[src/rtl/mips_pkg.sv]
// Shared MIPS pipeline definitions: ALU opcodes, default widths, stage state type.
package mips_pkg;

  localparam int unsigned DwDefault = 32;
  localparam int unsigned RwDefault = 5;

  localparam logic [3:0] AluAdd  = 4'b0000;
  localparam logic [3:0] AluSub  = 4'b0100;
  localparam logic [3:0] AluAnd  = 4'b0001;
  localparam logic [3:0] AluOr   = 4'b0101;
  localparam logic [3:0] AluXor  = 4'b0010;
  localparam logic [3:0] AluLui  = 4'b0110;
  localparam logic [3:0] AluSll  = 4'b0011;
  localparam logic [3:0] AluSrl  = 4'b0111;
  localparam logic [3:0] AluSra  = 4'b1111;
  localparam logic [3:0] AluHamm = 4'b1011;

  typedef enum logic [1:0] {
    StEmpty,
    StFull,
    StHaz
  } stage_st_e;

  // LUI reads only the immediate, so its rt field never creates a dependency.
  function automatic logic alu_is_lui(logic [3:0] aluc);
    return aluc[2:0] == 3'b110;
  endfunction

endpackage

[src/rtl/ex_operand_stage_if.sv]
// Decode-side, forwarding and ALU-side signals of the ID/EX operand stage.
interface ex_operand_stage_if #(
  parameter int unsigned DW = 32,
  parameter int unsigned RW = 5
);
  logic          id_valid;
  logic          id_ready;
  logic [3:0]    id_aluc;
  logic [RW-1:0] id_rs;
  logic [RW-1:0] id_rt;
  logic [RW-1:0] id_rn;
  logic [DW-1:0] id_qa;
  logic [DW-1:0] id_qb;
  logic [DW-1:0] id_imm;
  logic [4:0]    id_sa;
  logic          id_aluimm;
  logic          id_shift;
  logic          id_wreg;
  logic          id_m2reg;

  logic          mem_wreg;
  logic          mem_m2reg;
  logic [RW-1:0] mem_rn;
  logic [DW-1:0] mem_alu;
  logic          wb_wreg;
  logic [RW-1:0] wb_rn;
  logic [DW-1:0] wb_data;

  logic          ex_ready;
  logic          ex_valid;
  logic [DW-1:0] ex_a;
  logic [DW-1:0] ex_b;
  logic [3:0]    ex_aluc;
  logic [RW-1:0] ex_rn;
  logic          ex_wreg;
  logic          ex_m2reg;

  // Upstream/pipeline side: drives decode and forwarding, consumes the ALU operands.
  modport master (
    output id_valid, id_aluc, id_rs, id_rt, id_rn, id_qa, id_qb, id_imm, id_sa,
           id_aluimm, id_shift, id_wreg, id_m2reg,
           mem_wreg, mem_m2reg, mem_rn, mem_alu, wb_wreg, wb_rn, wb_data, ex_ready,
    input  id_ready, ex_valid, ex_a, ex_b, ex_aluc, ex_rn, ex_wreg, ex_m2reg
  );

  // The operand stage itself.
  modport slave (
    input  id_valid, id_aluc, id_rs, id_rt, id_rn, id_qa, id_qb, id_imm, id_sa,
           id_aluimm, id_shift, id_wreg, id_m2reg,
           mem_wreg, mem_m2reg, mem_rn, mem_alu, wb_wreg, wb_rn, wb_data, ex_ready,
    output id_ready, ex_valid, ex_a, ex_b, ex_aluc, ex_rn, ex_wreg, ex_m2reg
  );

endinterface

[src/rtl/fwd_mux.sv]
// Per-source bypass select: MEM ALU result over WB write data over register-file value.
module fwd_mux #(
  parameter int unsigned DW = 32,
  parameter int unsigned RW = 5
) (
  input  logic [RW-1:0] src_i,
  input  logic          mem_wreg_i,
  input  logic          mem_m2reg_i,
  input  logic [RW-1:0] mem_rn_i,
  input  logic [DW-1:0] mem_alu_i,
  input  logic          wb_wreg_i,
  input  logic [RW-1:0] wb_rn_i,
  input  logic [DW-1:0] wb_data_i,
  input  logic [DW-1:0] stored_i,
  output logic [DW-1:0] data_o
);

  logic mem_hit;
  logic wb_hit;

  // A load in MEM has no data yet; that case is stalled, not bypassed.
  assign mem_hit = mem_wreg_i & ~mem_m2reg_i & (mem_rn_i == src_i);
  assign wb_hit  = wb_wreg_i & (wb_rn_i == src_i);

  always_comb begin
    data_o = stored_i;
    if (src_i != '0) begin
      if (mem_hit) begin
        data_o = mem_alu_i;
      end else if (wb_hit) begin
        data_o = wb_data_i;
      end
    end
  end

endmodule

[src/rtl/ex_operand_stage.sv]
// ID/EX operand stage: holds one decoded instruction, bypasses MEM/WB, stalls on load-use.
// Optional EX_STALL_CNT_EN adds a free-running stall-cycle counter output.
module ex_operand_stage
  import mips_pkg::*;
#(
  parameter int unsigned DW = DwDefault,
  parameter int unsigned RW = RwDefault
) (
  input  logic                 clk_i,
  input  logic                 rst_i,
  input  logic                 flush_i,
`ifdef EX_STALL_CNT_EN
  output logic [31:0]          stall_cnt_o,
`endif
  ex_operand_stage_if.slave    bus_io
);

  typedef struct packed {
    logic [3:0]    aluc;
    logic [RW-1:0] rs;
    logic [RW-1:0] rt;
    logic [RW-1:0] rn;
    logic [DW-1:0] qa;
    logic [DW-1:0] qb;
    logic [DW-1:0] imm;
    logic [4:0]    sa;
    logic          aluimm;
    logic          shift;
    logic          wreg;
    logic          m2reg;
  } fields_t;

  fields_t   fields_d, fields_q, fields_in;
  logic      valid_d, valid_q;
  logic      load;
  logic      hazard;
  logic      accept;
  logic      rs_used, rt_used, load_in_mem;
  logic [DW-1:0] fwd_a, fwd_b;
  stage_st_e st;

  assign fields_in = '{
    aluc:   bus_io.id_aluc,
    rs:     bus_io.id_rs,
    rt:     bus_io.id_rt,
    rn:     bus_io.id_rn,
    qa:     bus_io.id_qa,
    qb:     bus_io.id_qb,
    imm:    bus_io.id_imm,
    sa:     bus_io.id_sa,
    aluimm: bus_io.id_aluimm,
    shift:  bus_io.id_shift,
    wreg:   bus_io.id_wreg,
    m2reg:  bus_io.id_m2reg
  };

  assign rs_used     = ~fields_q.shift;
  assign rt_used     = ~fields_q.aluimm & ~alu_is_lui(fields_q.aluc);
  assign load_in_mem = bus_io.mem_wreg & bus_io.mem_m2reg & (bus_io.mem_rn != '0);
  assign hazard      = valid_q & load_in_mem &
                       (((bus_io.mem_rn == fields_q.rs) & rs_used) |
                        ((bus_io.mem_rn == fields_q.rt) & rt_used));

  always_comb begin
    st = StEmpty;
    if (valid_q) begin
      st = hazard ? StHaz : StFull;
    end
  end

  assign bus_io.ex_valid = (st == StFull);
  assign bus_io.id_ready = ~valid_q | (bus_io.ex_ready & ~hazard);
  assign accept          = bus_io.id_valid & bus_io.id_ready;

  always_comb begin
    valid_d = valid_q;
    load    = 1'b0;
    case (st)
      StEmpty: begin
        if (accept) begin
          valid_d = 1'b1;
          load    = 1'b1;
        end
      end
      StFull: begin
        if (accept) begin
          load = 1'b1;
        end else if (bus_io.ex_ready) begin
          valid_d = 1'b0;
        end
      end
      StHaz: begin
        valid_d = 1'b1;
      end
      default: begin
        valid_d = 1'b0;
      end
    endcase
    // A redirect squashes both the held and the offered instruction.
    if (flush_i) begin
      valid_d = 1'b0;
      load    = 1'b0;
    end
    fields_d = load ? fields_in : fields_q;
  end

  always_ff @(posedge clk_i or posedge rst_i) begin
    if (rst_i) begin
      valid_q  <= 1'b0;
      fields_q <= '0;
    end else begin
      valid_q  <= valid_d;
      fields_q <= fields_d;
    end
  end

  fwd_mux #(
    .DW (DW),
    .RW (RW)
  ) u_fwd_a (
    .src_i       (fields_q.rs),
    .mem_wreg_i  (bus_io.mem_wreg),
    .mem_m2reg_i (bus_io.mem_m2reg),
    .mem_rn_i    (bus_io.mem_rn),
    .mem_alu_i   (bus_io.mem_alu),
    .wb_wreg_i   (bus_io.wb_wreg),
    .wb_rn_i     (bus_io.wb_rn),
    .wb_data_i   (bus_io.wb_data),
    .stored_i    (fields_q.qa),
    .data_o      (fwd_a)
  );

  fwd_mux #(
    .DW (DW),
    .RW (RW)
  ) u_fwd_b (
    .src_i       (fields_q.rt),
    .mem_wreg_i  (bus_io.mem_wreg),
    .mem_m2reg_i (bus_io.mem_m2reg),
    .mem_rn_i    (bus_io.mem_rn),
    .mem_alu_i   (bus_io.mem_alu),
    .wb_wreg_i   (bus_io.wb_wreg),
    .wb_rn_i     (bus_io.wb_rn),
    .wb_data_i   (bus_io.wb_data),
    .stored_i    (fields_q.qb),
    .data_o      (fwd_b)
  );

  assign bus_io.ex_a     = fields_q.shift  ? {{(DW-5){1'b0}}, fields_q.sa} : fwd_a;
  assign bus_io.ex_b     = fields_q.aluimm ? fields_q.imm : fwd_b;
  assign bus_io.ex_aluc  = fields_q.aluc;
  assign bus_io.ex_rn    = fields_q.rn;
  assign bus_io.ex_wreg  = fields_q.wreg;
  assign bus_io.ex_m2reg = fields_q.m2reg;

`ifdef EX_STALL_CNT_EN
  logic [31:0] stall_cnt_d, stall_cnt_q;

  always_comb begin
    stall_cnt_d = stall_cnt_q;
    if (valid_q & (hazard | ~bus_io.ex_ready)) begin
      stall_cnt_d = stall_cnt_q + 32'd1;
    end
  end

  always_ff @(posedge clk_i or posedge rst_i) begin
    if (rst_i) begin
      stall_cnt_q <= '0;
    end else begin
      stall_cnt_q <= stall_cnt_d;
    end
  end

  assign stall_cnt_o = stall_cnt_q;
`endif

endmodule

[src/flat_wrapper.sv]
// flat-port wrapper written by rule: the top's interface ports become plain ports
module ex_operand_stage_flat import mips_pkg::*;
#(
  parameter int unsigned DW = DwDefault,
  parameter int unsigned RW = RwDefault
)
  (clk_i, rst_i, flush_i, bus_io_id_valid, bus_io_id_aluc, bus_io_id_rs, bus_io_id_rt, bus_io_id_rn, bus_io_id_qa, bus_io_id_qb, bus_io_id_imm, bus_io_id_sa, bus_io_id_aluimm, bus_io_id_shift, bus_io_id_wreg, bus_io_id_m2reg, bus_io_mem_wreg, bus_io_mem_m2reg, bus_io_mem_rn, bus_io_mem_alu, bus_io_wb_wreg, bus_io_wb_rn, bus_io_wb_data, bus_io_ex_ready, bus_io_id_ready, bus_io_ex_valid, bus_io_ex_a, bus_io_ex_b, bus_io_ex_aluc, bus_io_ex_rn, bus_io_ex_wreg, bus_io_ex_m2reg);
  ex_operand_stage_if #(.DW(DW), .RW(RW)) bus_io_i ();
  input  logic clk_i;
  input  logic rst_i;
  input  logic flush_i;
  input wire logic [$bits(bus_io_i.id_valid)-1:0] bus_io_id_valid;
  input wire logic [$bits(bus_io_i.id_aluc)-1:0] bus_io_id_aluc;
  input wire logic [$bits(bus_io_i.id_rs)-1:0] bus_io_id_rs;
  input wire logic [$bits(bus_io_i.id_rt)-1:0] bus_io_id_rt;
  input wire logic [$bits(bus_io_i.id_rn)-1:0] bus_io_id_rn;
  input wire logic [$bits(bus_io_i.id_qa)-1:0] bus_io_id_qa;
  input wire logic [$bits(bus_io_i.id_qb)-1:0] bus_io_id_qb;
  input wire logic [$bits(bus_io_i.id_imm)-1:0] bus_io_id_imm;
  input wire logic [$bits(bus_io_i.id_sa)-1:0] bus_io_id_sa;
  input wire logic [$bits(bus_io_i.id_aluimm)-1:0] bus_io_id_aluimm;
  input wire logic [$bits(bus_io_i.id_shift)-1:0] bus_io_id_shift;
  input wire logic [$bits(bus_io_i.id_wreg)-1:0] bus_io_id_wreg;
  input wire logic [$bits(bus_io_i.id_m2reg)-1:0] bus_io_id_m2reg;
  input wire logic [$bits(bus_io_i.mem_wreg)-1:0] bus_io_mem_wreg;
  input wire logic [$bits(bus_io_i.mem_m2reg)-1:0] bus_io_mem_m2reg;
  input wire logic [$bits(bus_io_i.mem_rn)-1:0] bus_io_mem_rn;
  input wire logic [$bits(bus_io_i.mem_alu)-1:0] bus_io_mem_alu;
  input wire logic [$bits(bus_io_i.wb_wreg)-1:0] bus_io_wb_wreg;
  input wire logic [$bits(bus_io_i.wb_rn)-1:0] bus_io_wb_rn;
  input wire logic [$bits(bus_io_i.wb_data)-1:0] bus_io_wb_data;
  input wire logic [$bits(bus_io_i.ex_ready)-1:0] bus_io_ex_ready;
  output wire logic [$bits(bus_io_i.id_ready)-1:0] bus_io_id_ready;
  output wire logic [$bits(bus_io_i.ex_valid)-1:0] bus_io_ex_valid;
  output wire logic [$bits(bus_io_i.ex_a)-1:0] bus_io_ex_a;
  output wire logic [$bits(bus_io_i.ex_b)-1:0] bus_io_ex_b;
  output wire logic [$bits(bus_io_i.ex_aluc)-1:0] bus_io_ex_aluc;
  output wire logic [$bits(bus_io_i.ex_rn)-1:0] bus_io_ex_rn;
  output wire logic [$bits(bus_io_i.ex_wreg)-1:0] bus_io_ex_wreg;
  output wire logic [$bits(bus_io_i.ex_m2reg)-1:0] bus_io_ex_m2reg;
  assign bus_io_i.id_valid = bus_io_id_valid;
  assign bus_io_i.id_aluc = bus_io_id_aluc;
  assign bus_io_i.id_rs = bus_io_id_rs;
  assign bus_io_i.id_rt = bus_io_id_rt;
  assign bus_io_i.id_rn = bus_io_id_rn;
  assign bus_io_i.id_qa = bus_io_id_qa;
  assign bus_io_i.id_qb = bus_io_id_qb;
  assign bus_io_i.id_imm = bus_io_id_imm;
  assign bus_io_i.id_sa = bus_io_id_sa;
  assign bus_io_i.id_aluimm = bus_io_id_aluimm;
  assign bus_io_i.id_shift = bus_io_id_shift;
  assign bus_io_i.id_wreg = bus_io_id_wreg;
  assign bus_io_i.id_m2reg = bus_io_id_m2reg;
  assign bus_io_i.mem_wreg = bus_io_mem_wreg;
  assign bus_io_i.mem_m2reg = bus_io_mem_m2reg;
  assign bus_io_i.mem_rn = bus_io_mem_rn;
  assign bus_io_i.mem_alu = bus_io_mem_alu;
  assign bus_io_i.wb_wreg = bus_io_wb_wreg;
  assign bus_io_i.wb_rn = bus_io_wb_rn;
  assign bus_io_i.wb_data = bus_io_wb_data;
  assign bus_io_i.ex_ready = bus_io_ex_ready;
  assign bus_io_id_ready = bus_io_i.id_ready;
  assign bus_io_ex_valid = bus_io_i.ex_valid;
  assign bus_io_ex_a = bus_io_i.ex_a;
  assign bus_io_ex_b = bus_io_i.ex_b;
  assign bus_io_ex_aluc = bus_io_i.ex_aluc;
  assign bus_io_ex_rn = bus_io_i.ex_rn;
  assign bus_io_ex_wreg = bus_io_i.ex_wreg;
  assign bus_io_ex_m2reg = bus_io_i.ex_m2reg;
  ex_operand_stage #(.DW(DW), .RW(RW)) u_core (.clk_i(clk_i), .rst_i(rst_i), .flush_i(flush_i), .bus_io(bus_io_i));
endmodule
[config.mk]
export PLATFORM = sky130hd
export DESIGN_NAME = ex_operand_stage_flat
export DESIGN_NICKNAME = d
export VERILOG_FILES = /design/src/rtl/mips_pkg.sv /design/src/rtl/ex_operand_stage_if.sv /design/src/rtl/fwd_mux.sv /design/src/rtl/ex_operand_stage.sv /design/src/flat_wrapper.sv
export SDC_FILE = /design/constraint.sdc
export NUM_CORES = 1
export LEC_CHECK = 0
export CAP_MARGIN = 20
export CORE_ASPECT_RATIO = 1.5
export CORE_MARGIN = 2
export CORE_UTILIZATION = 44
export CTS_CLUSTER_DIAMETER = 150
export CTS_CLUSTER_SIZE = 25
export DETAILED_ROUTE_END_ITERATION = 8
export PLACE_DENSITY_LB_ADDON = 0.2
export SETUP_SLACK_MARGIN = 0.05
export SYNTH_ARGS = -nofsm -noshare
export SYNTH_HDL_FRONTEND = slang
export SYNTH_HIERARCHICAL = 1
export SYNTH_SLANG_ARGS = --single-unit
[constraint.sdc]
create_clock -name clk_i -period 4.3 [get_ports clk_i]
set_input_delay 0.86 -clock clk_i [delete_from_list [all_inputs] [get_ports clk_i]]
set_output_delay 0.86 -clock clk_i [all_outputs]
set_load 0.05 [all_outputs]
### Yosys cells after proc, flatten, opt, wreduce, memory -nomap -nowiden

Index checks and enable logic that the tools add are counted.

* bits in registers: 125
* input port bits: 206
* output and inout port bits: 77
* logic and storage cells: 69

* equality and inequality tests: 10
* multiplexer cells: 18
* bitwise gates (word level): 22
* reduce and logical (&&, ||, !) cells: 6

Operators by type and width (count)
* $mux W32: 8
* $eq A5 B5 Y1: 4
* $reduce_bool A5 Y1: 3
* $and A1 B1 Y1: 14
* $mux W1: 7
* $ne A3 B3 Y1 const B: 2
* $not A1 Y1: 6
* $mux W2: 2
* $eq A3 B3 Y1 const B: 1
* $ne A3 B2 Y1 const B: 1
* $pmux W1 S3: 1
* $reduce_and A3 Y1: 1
* $eq A2 B1 Y1 const B: 1
* $eq A2 B2 Y1 const B: 1
* $logic_not A2 Y1: 1
* $or A1 B1 Y1: 2
* $reduce_or A2 Y1: 1

### Depth between registers and ports, before layout

Gate-level depths: netlist of run 1.

* word-level depth: 13
* depth in mapped cells: 8
* depth with buffers taken out: 6

### By module

The synthesis of run 1 kept the hierarchy.

Modules (own cells, without submodules)
* ex_operand_stage: times used 1, cells an instance 813, area an instance 7151.9 µm², sequential area each 3128.0 µm²
* fwd_mux: times used 2, cells an instance 131, area an instance 1227.4 µm², sequential area each 0.0 µm²

### Worst setup path before layout of run 1

OpenSTA, ideal clock, no wires.

* kind: input-to-output
* start: input bus_io_mem_rn[4]
* end: output bus_io_id_ready
* data arrival time: 2.850 ns
* required time: 3.440 ns
* slack: 0.590 ns
* stages: 8
* buffers on the path: 3
* path through: xor2_1 -> or4_1 -> nor4_4 -> o21a_1 -> buf_2 -> buf_4 -> buf_4 -> o21ai_1

* word-level cells in the longest chain between the ends: 7
* elaborated cells on any way between the ends: 12
* those cells by class: eq/ne (2); bitwise (9); reduce/logical (1)

RTL lines
* start: declaration: line flat_wrapper.sv:27 `input wire logic [$bits(bus_io_i.mem_rn)-1:0] bus_io_mem_rn;`
* $eq A5 B5 Y1 (tied with other cells): line ex_operand_stage.sv:61 `(((bus_io.mem_rn == fields_q.rs) & rs_used) |`
* $and A1 B1 Y1 (on tied branches): line ex_operand_stage.sv:61, ex_operand_stage.sv:59, ex_operand_stage.sv:62
* $or A1 B1 Y1 or $and A1 B1 Y1 (tied branches): line ex_operand_stage.sv:61, ex_operand_stage.sv:60
* $and A1 B1 Y1 (*): line ex_operand_stage.sv:60 `assign hazard = valid_q & load_in_mem &`
* $not A1 Y1 (*): line ex_operand_stage.sv:72 `assign bus_io.id_ready = ~valid_q | (bus_io.ex_ready & ~hazard);`
* $and A1 B1 Y1 (*): line ex_operand_stage.sv:72
* $or A1 B1 Y1 (*): line ex_operand_stage.sv:72
* end: declaration: line flat_wrapper.sv:33 `output wire logic [$bits(bus_io_i.id_ready)-1:0] bus_io_id_ready;`

Mark *: on every way between the ends. The rest lies on a longest branch, timed or not.

### Worst setup path after layout of run 1

* start: input bus_io_wb_rn[4]
* end: output bus_io_ex_b[15]

* word-level cells in the longest chain between the ends: 6

RTL lines
* start: declaration: line flat_wrapper.sv:30 `input wire logic [$bits(bus_io_i.wb_rn)-1:0] bus_io_wb_rn;`
* $eq A5 B5 Y1: line fwd_mux.sv:23 `assign wb_hit = wb_wreg_i & (wb_rn_i == src_i);`
* $and A1 B1 Y1: line fwd_mux.sv:23
* $mux W32: line fwd_mux.sv:30 `end else if (wb_hit) begin`
* $mux W32: line fwd_mux.sv:28 `if (mem_hit) begin`
* $mux W32: line fwd_mux.sv:27 `if (src_i != '0) begin`
* net u_core.fwd_b[15]: line ex_operand_stage.sv:39 `logic [DW-1:0] fwd_a, fwd_b;`
* $mux W32: line ex_operand_stage.sv:150 `assign bus_io.ex_b = fields_q.aluimm ? fields_q.imm : fwd_b;`
* end: declaration: line flat_wrapper.sv:36 `output wire logic [$bits(bus_io_i.ex_b)-1:0] bus_io_ex_b;`

The timed path passes the listed nets, and every way through them passes these cells.

==> results of run 1 <==
## report_power, final
part / internal, mW / leakage [nW] / switching [mW]
Combinational: 1.11 / 3.74 / 1.18
Sequential: 1.35 / 1.54 / 0.195
Clock: 0.849 / 0.274 / 0.550
## cell families (layout without fill, tap and decap cells)
logic type      Yosys count  count (layout)
simple gates            370             370
compound gates          317             317
buf+inv                 132             346
flops                   125             125
mux                     101             101
xor+xnor                 30              30
other cells               0               6
## state kept, by name (all words and copies together), names as in the netlist
signal and count:
u_core/bus_io.ex_m2reg 1, u_core/valid_q 1, u_core/fields_q 113, u_core/bus_io.ex_wreg 1
u_core/bus_io.ex_aluc 4, u_core/bus_io.ex_rn 5
## tightest hold or removal path, stage by stage (launching register included)
cell,delay (ps)
dfrtp_1,360
nand2_1,50
o211ai_1,80
## path summary, 6_finish.rpt
kind,end,slack [ps]
max in group asynchronous,u_core/fields_q[51],2540
min in group asynchronous,u_core/fields_q[114],910
worst max register to register,u_core/fields_q[76],1620
worst min register to register,u_core/fields_q[9],530
worst min-delay path,u_core/fields_q[9],530
worst max-delay path,bus_io_ex_b[15],190
## metrics by stage
| step | instances | worst slack (ps) | power [mW] | cell area (um^2) | hold WS, ps |
|---|---|---|---|---|---|
| 2_1_floorplan | 1075 | 112 | 2.79 | 9610 | 493 |
| 4_1_cts | 1559 | 118 | 5.25 | 13700 | 529 |
| 3_3_place_gp | 1531 | 134 | 3.82 | 13200 | 506 |
| 3_5_place_dp | 1531 | 142 | 3.85 | 13200 | 516 |
| 5_1_grt | 1566 | 131 | 5.43 | 13800 | 548 |
| 6_report | 1567 | 187 | 5.24 | 13800 | 527 |
## final cells by class
cell class              count  area share [%]
inverters                   3           0.118
repair buffers            315            27.8
multi-input cells         818            42.8
clock inverters             9           0.718
diodes                      6           0.109
clock buffers              19            3.22
well taps                 272            2.47
flip-flops and latches    125            22.7
## routing by layer
metal,global-route usage [%],vias to the layer above
li1,-,4359
met1,39.0,4727
met2,49.5,385
met3,5.43,65
met4,13.3,0
met5,0,-
## timing repair
item,in CTS,in global routing
resized for setup,0,7
setup endpoints to repair,0,38
buffers inserted,0,1
## cells in the final DEF (no fill, tap or decap), types with 2 or more instances in the layout
cell / netlist / final
a21boi_4: 2 / 2
a2bb2oi_1: 2 / 2
a2bb2oi_2: 60 / 60
buf_12: 0 / 72
buf_4: 13 / 25
bufinv_16: 0 / 2
clkbuf_16: 0 / 18
clkdlybuf4s50_1: 0 / 213
clkinv_2: 0 / 6
dfrtp_1: 125 / 124
diode_2: 0 / 6
dlymetal6s2s_1: 0 / 3
inv_1: 3 / 2
mux2_2: 37 / 37
mux2i_1: 64 / 64
nand2_1: 253 / 251
nand2_2: 0 / 2
nand3_1: 2 / 2
nand4_1: 3 / 3
nand4b_1: 2 / 2
nor2_1: 6 / 6
nor2b_1: 28 / 25
nor2b_2: 0 / 3
nor3_1: 4 / 3
nor4_1: 2 / 2
o211ai_1: 245 / 245
o2bb2a_1: 2 / 2
or2_2: 2 / 2
or3_1: 64 / 64
xnor2_1: 16 / 16
xor2_1: 14 / 14
==> metrics.txt, run 1 <==
required time worst endpoint 3440 ps; DIE HEIGHT 185 um; clock sinks 125; CTS tree built; routed wl met3 2150 um; Post-Syn Nets 1281; post-route ant nets 0; Starting Density 44.6%; # fillers 1785; H-tree levels 4; GRT Overall Usage 30.2%; RD Place Congestion 0.910; final hold violations 0; clk buf depth 2; Min-Delay Startpoint u_core/fields_q[9]; site row count 66; Hold Path Stages 2; grt ovf 0; top cell family by delay on the critical path buffers and inverters; first-pass GRT wire length 55300 um; DRT met1 WL 14600 um; vias in the first global route 9603; Syn. warnings 6; worst r2r src u_core/fields_q[114]; most frequent cell after synthesis nand2_1; Max IR drop VDD 317 uV; Mean Syn Cell Area 8.94 um^2; Mapped Cells 1075; area of the multi-input gates 5900 um^2; post-synthesis to final-layout area growth 43.4%; layout cell share with drive strength beyond 1 18.5%; largest net degree at the start of global routing 124; post-synthesis xor/xnor area fraction 2.74%; CP Launch Type primary input; Layout Skew 9.16 ps; First-pass DRT Iterations 5; number of nets in the layout 1486; critical path launch point bus_io_wb_rn[4]; #FFs+latches synth 125; Syn Std Cell Area 9610 um^2; worst rel slew slack 43.6%; Synth cell types 35; Synth top area share 32.6%; number of antenna violations at the first check in global routing 5; status completed; die footprint 23100 um^2; max layer used met4; root buffer cell clkbuf_16; worst skew pair latency 430 ps; slowest stage delay, CP 540 ps; Hold WC Path Type flop to flop; WP buf/inv 3; critical path depth in cells 9; R2R depth 6; Critical Path AT 3250 ps; final setup fails 0; Worst Tran Pin Value 846 ps; # DRC 0; Synth area leader dfrtp_1; final HPWL from detailed placement 23600 um; Simple-Gate Fraction of Synth Area 17.5%; Critical Path Fanout Max 33; Synth Area in Adders 0%; drt wl/cell 22.8 um; Die Wd 125 um; Hold Buf Count CTS 0; Max Slew Vio Count 0; Num CTS Buffers 17; Static Leak 5.56 nW; DRT Wirelength 35700 um; Reg area 3130 um^2; power per cell area 380 nW/um^2; max cap viols 0; Synth Area in Compound Gates 29.7%; I/O pins 283; crit path kind primary input to output port; EDFF count, synth 0; Period Utilization, post-route 95.7%; via count 9536; Async S/R FF share, synth 100%; kind of end point of the critical path output port; clk slew on worst S/H paths 60 ps; fin crit period 4110 ps; Vias/cell 6.09; mux cell area share after synthesis 11.0%; post-synthesis sequential area ratio 32.6%; Post-synth top cells nand2_1 (253), o211ai_1 (245), dfrtp_1 (125); largest family of logic cells by synthesized area compound AO/OA/AOI/OAI gates; Met2 Wirelength 17700 um; critical path cell sequence clkdlybuf4s50_1 > xnor2_1 > nand4_1 > buf_4 > or3_1 > mux2i_1 > a2bb2oi_2 > mux2_2 > buf_12; final core occ 63.9%; Detailed Route Iter0 Violations 714; port bufs 282; Final TNS setup 0 ps; Top FF cell, synth dfrtp_1; core area 21600 um^2; RSZ-0062 raised after global routing no; Fmax achieved 0.243 GHz; critical path's slowest cell clkdlybuf4s50_1; Synth area leaders dfrtp_1 (33%), o211ai_1 (19%), nand2_1 (9.9%)
(Power assumes the default switching activity.)
==> inputs of run 2 (changes only) <==
Settings changed: CAP_MARGIN 20 to not set.
==> results of run 2 <==
Same layout as run 1: the final DEF is identical, and so are final timing and power.
==> inputs of run 3 (changes only) <==
Settings changed: CORE_UTILIZATION 44 to 49, CTS_CLUSTER_DIAMETER 150 to 100, SLEW_MARGIN set to 20.
Clock period 4.3 ns to 4 ns, I/O delays scaled along.
==> run 3 against run 2 <==
Effect of this change: register-to-register slack got worse by 540 ps; global-route usage rose by 3.1 points; via count increased by 0.53%; non-clock buffer count rose by 9; utilization up 10 points; combinational power increased by 11%; worst setup slack got worse by 82 ps; flip-flop and latch count unchanged; hold slack gained 11 ps; total power up 14%; sequential power rose by 8%.
==> metrics.txt, run 3 (synthesis gave the netlist of run 1 again) <==
Hold WC Path Type flop to flop (unchanged); Post-Layout Inst Area 14200 um^2 (was 13800 um^2); RD Place Congestion 0.925 (was 0.910); power per cell area 420 nW/um^2 (was 380 nW/um^2); area of the multi-input gates 6020 um^2 (was 5900 um^2); most common cell after layout, fill and taps aside nand2_1 (unchanged); required time worst endpoint 3200 ps (was 3440 ps); I/O pins 283 (unchanged); Reg with most FFs u_core/fields_q (unchanged); clk buf depth 2 (unchanged); DIE HEIGHT 175 um (was 185 um); Worst Tran Pin Value 924 ps (was 846 ps); Tot Pwr 5.98 mW (was 5.24 mW); max reg flops 113 (unchanged); via count 9587 (was 9536); final core occ 74.2% (was 63.9%); Reg2Reg Setup Slack 1080 ps (was 1620 ps); Die Wd 118 um (was 125 um); root buffer cell clkbuf_16 (unchanged); GRT Overall Usage 33.3% (was 30.2%); fin crit period 3900 ps; Period Utilization, post-route 97.4%; clk slew on worst S/H paths 60 ps (about the same); Final TNS setup 0 ps (unchanged); core area 19200 um^2 (was 21600 um^2); CP Launch Type primary input (unchanged); Critical Path AT 3100 ps (was 3250 ps); Critical Path Fanout Max 14 (was 33); layout cell share with drive strength beyond 1 20.7% (was 18.5%); status completed (unchanged); Layout Skew 10.3 ps (was 9.16 ps); H-tree levels 4 (unchanged); post-route ant nets 0 (unchanged); final hold violations 0 (unchanged); worst skew pair latency 420 ps (was 430 ps); crit path kind primary input to output port (unchanged); most frequent cells in the layout nand2_1 (251), o211ai_1 (245), clkdlybuf4s50_1 (209) (was nand2_1 (251), o211ai_1 (245), clkdlybuf4s50_1 (213)); Placed Area 13300 um^2 (was 13200 um^2); sequential power share 28.0% (was 29.6%); Reg area 3130 um^2 (about the same); post-synthesis to final-layout area growth 48.0% (was 43.4%); combinational share of power 42.6% (was 43.7%); Vias/cell 6.14 (was 6.09); # fillers 1398 (was 1785); max cap viols 0 (unchanged); clock sinks 125 (unchanged); Max IR drop VDD 328 uV (was 317 uV); Fmax achieved 0.257 GHz; final hold slack 537 ps (was 527 ps); die footprint 20800 um^2 (was 23100 um^2); switching power 2.15 mW (was 1.93 mW); largest net degree at the start of global routing 126 (was 124); first-pass GRT wire length 54700 um (was 55300 um); site row count 62 (was 66); Clk pwr share 29.4% (was 26.7%); port bufs 282 (unchanged); final HPWL from detailed placement 22800 um (was 23600 um); Static Leak 5.79 nW (was 5.56 nW); Pint 3.83 mW (was 3.31 mW); Hold Buf Count CTS 0 (unchanged); Starting Density 50.1% (was 44.6%); number of nets in the layout 1495 (was 1486); CTS tree built (unchanged); First-pass DRT Iterations 5 (unchanged); final setup fails 0 (unchanged); DRT Wirelength 35000 um (was 35700 um); number of antenna violations at the first check in global routing 4 (was 5); worst rel slew slack 38.3% (was 43.6%); Max Slew Vio Count 0 (unchanged); drt wl/cell 22.4 um (was 22.8 um); vias in the first global route 9617 (was 9603); Detailed Route Iter0 Violations 784 (was 714); RSZ-0062 raised after global routing yes (was no); # DRC 0 (unchanged); kind of end point of the critical path output port (unchanged); Num CTS Buffers 17 (unchanged); net switching fraction of the power 35.9% (was 36.8%); grt ovf 0 (unchanged)
## run 3: changes by cell type in the layout (fill, tap and decap cells not counted), moves of 4 or more
cell and change:
nor2b_1 -14, clkinv_2 -5, nor2b_2 +13, mux2_4 +17, dlygate4sd2_1 +4, clkdlybuf4s50_1 -4
buf_12 +8, mux2_2 -17, buf_4 -4
## run 3: stage by stage
stage | std cells | worst slack (ps)
5_1_grt | 1562 | 0.979
2_1_floorplan | 1075 | 410
6_report | 1562 | 105
3_5_place_dp | 1520 | -1.32
3_3_place_gp | 1520 | -8.72
4_1_cts | 1558 | 61.8
## run 3: routing by layer
| layer | routed length, um | vias up | track usage (%) |
|---|---|---|---|
| met5 | 0 | - | 0 |
| met4 | 1310 | 0 | 14.5 |
| met3 | 2620 | 74 | 6.36 |
| met2 | 17100 | 439 | 54.3 |
| met1 | 14000 | 4690 | 42.9 |
| li1 | - | 4384 | - |
## run 3: cell type report
cell class                      instances  share of cell area [%]
Sequential cell                       125                    22.0
Tap cell                              256                    2.25
Clock inverter                         15                    1.65
Inverter                                3                   0.106
Antenna cell                            4                  0.0704
Multi-Input combinational cell        818                    42.3
Timing Repair Buffer                  324                    28.6
Clock buffer                           17                    2.99
## run 3: worst paths after layout
kind | from | endpoint | cells past startpoint
max in group asynchronous | rst_i | u_core/fields_q[40] | 3
min in group asynchronous | rst_i | u_core/fields_q[100] | 2
max reg2reg | u_core/fields_q[114] | u_core/fields_q[41] | 7
max | bus_io_wb_rn[2] | bus_io_ex_b[21] | 9
min reg2reg | u_core/fields_q[23] | u_core/fields_q[23] | 2
min | u_core/fields_q[23] | u_core/fields_q[23] | 2
## run 3: what timing repair did
action,4_1_cts,5_1_grt
pin swaps,2,7
endpoints found under the setup margin,31,59
resized for setup,22,28
cloned,3,0
buffers inserted,3,0
## run 3: power by group through the flow
stage / logic, mW / registers, mW / clock network (mW)
after floorplan: 1.37 / 1.63 / 0
after global placement: 2.44 / 1.67 / 0
after detailed placement: 2.46 / 1.69 / 0
after CTS: 2.52 / 1.67 / 1.77
after global routing: 2.65 / 1.70 / 1.83
final: 2.54 / 1.67 / 1.76
## run 3: worst max-delay path, cell delays in order
cell             delay [ps]
clkdlybuf4s50_1         540
xnor2_1                 140
nand2_1                 170
buf_4                   220
or3_1                   310
mux2i_1                 340
a2bb2oi_2               110
mux2_4                  310
buf_12                  150
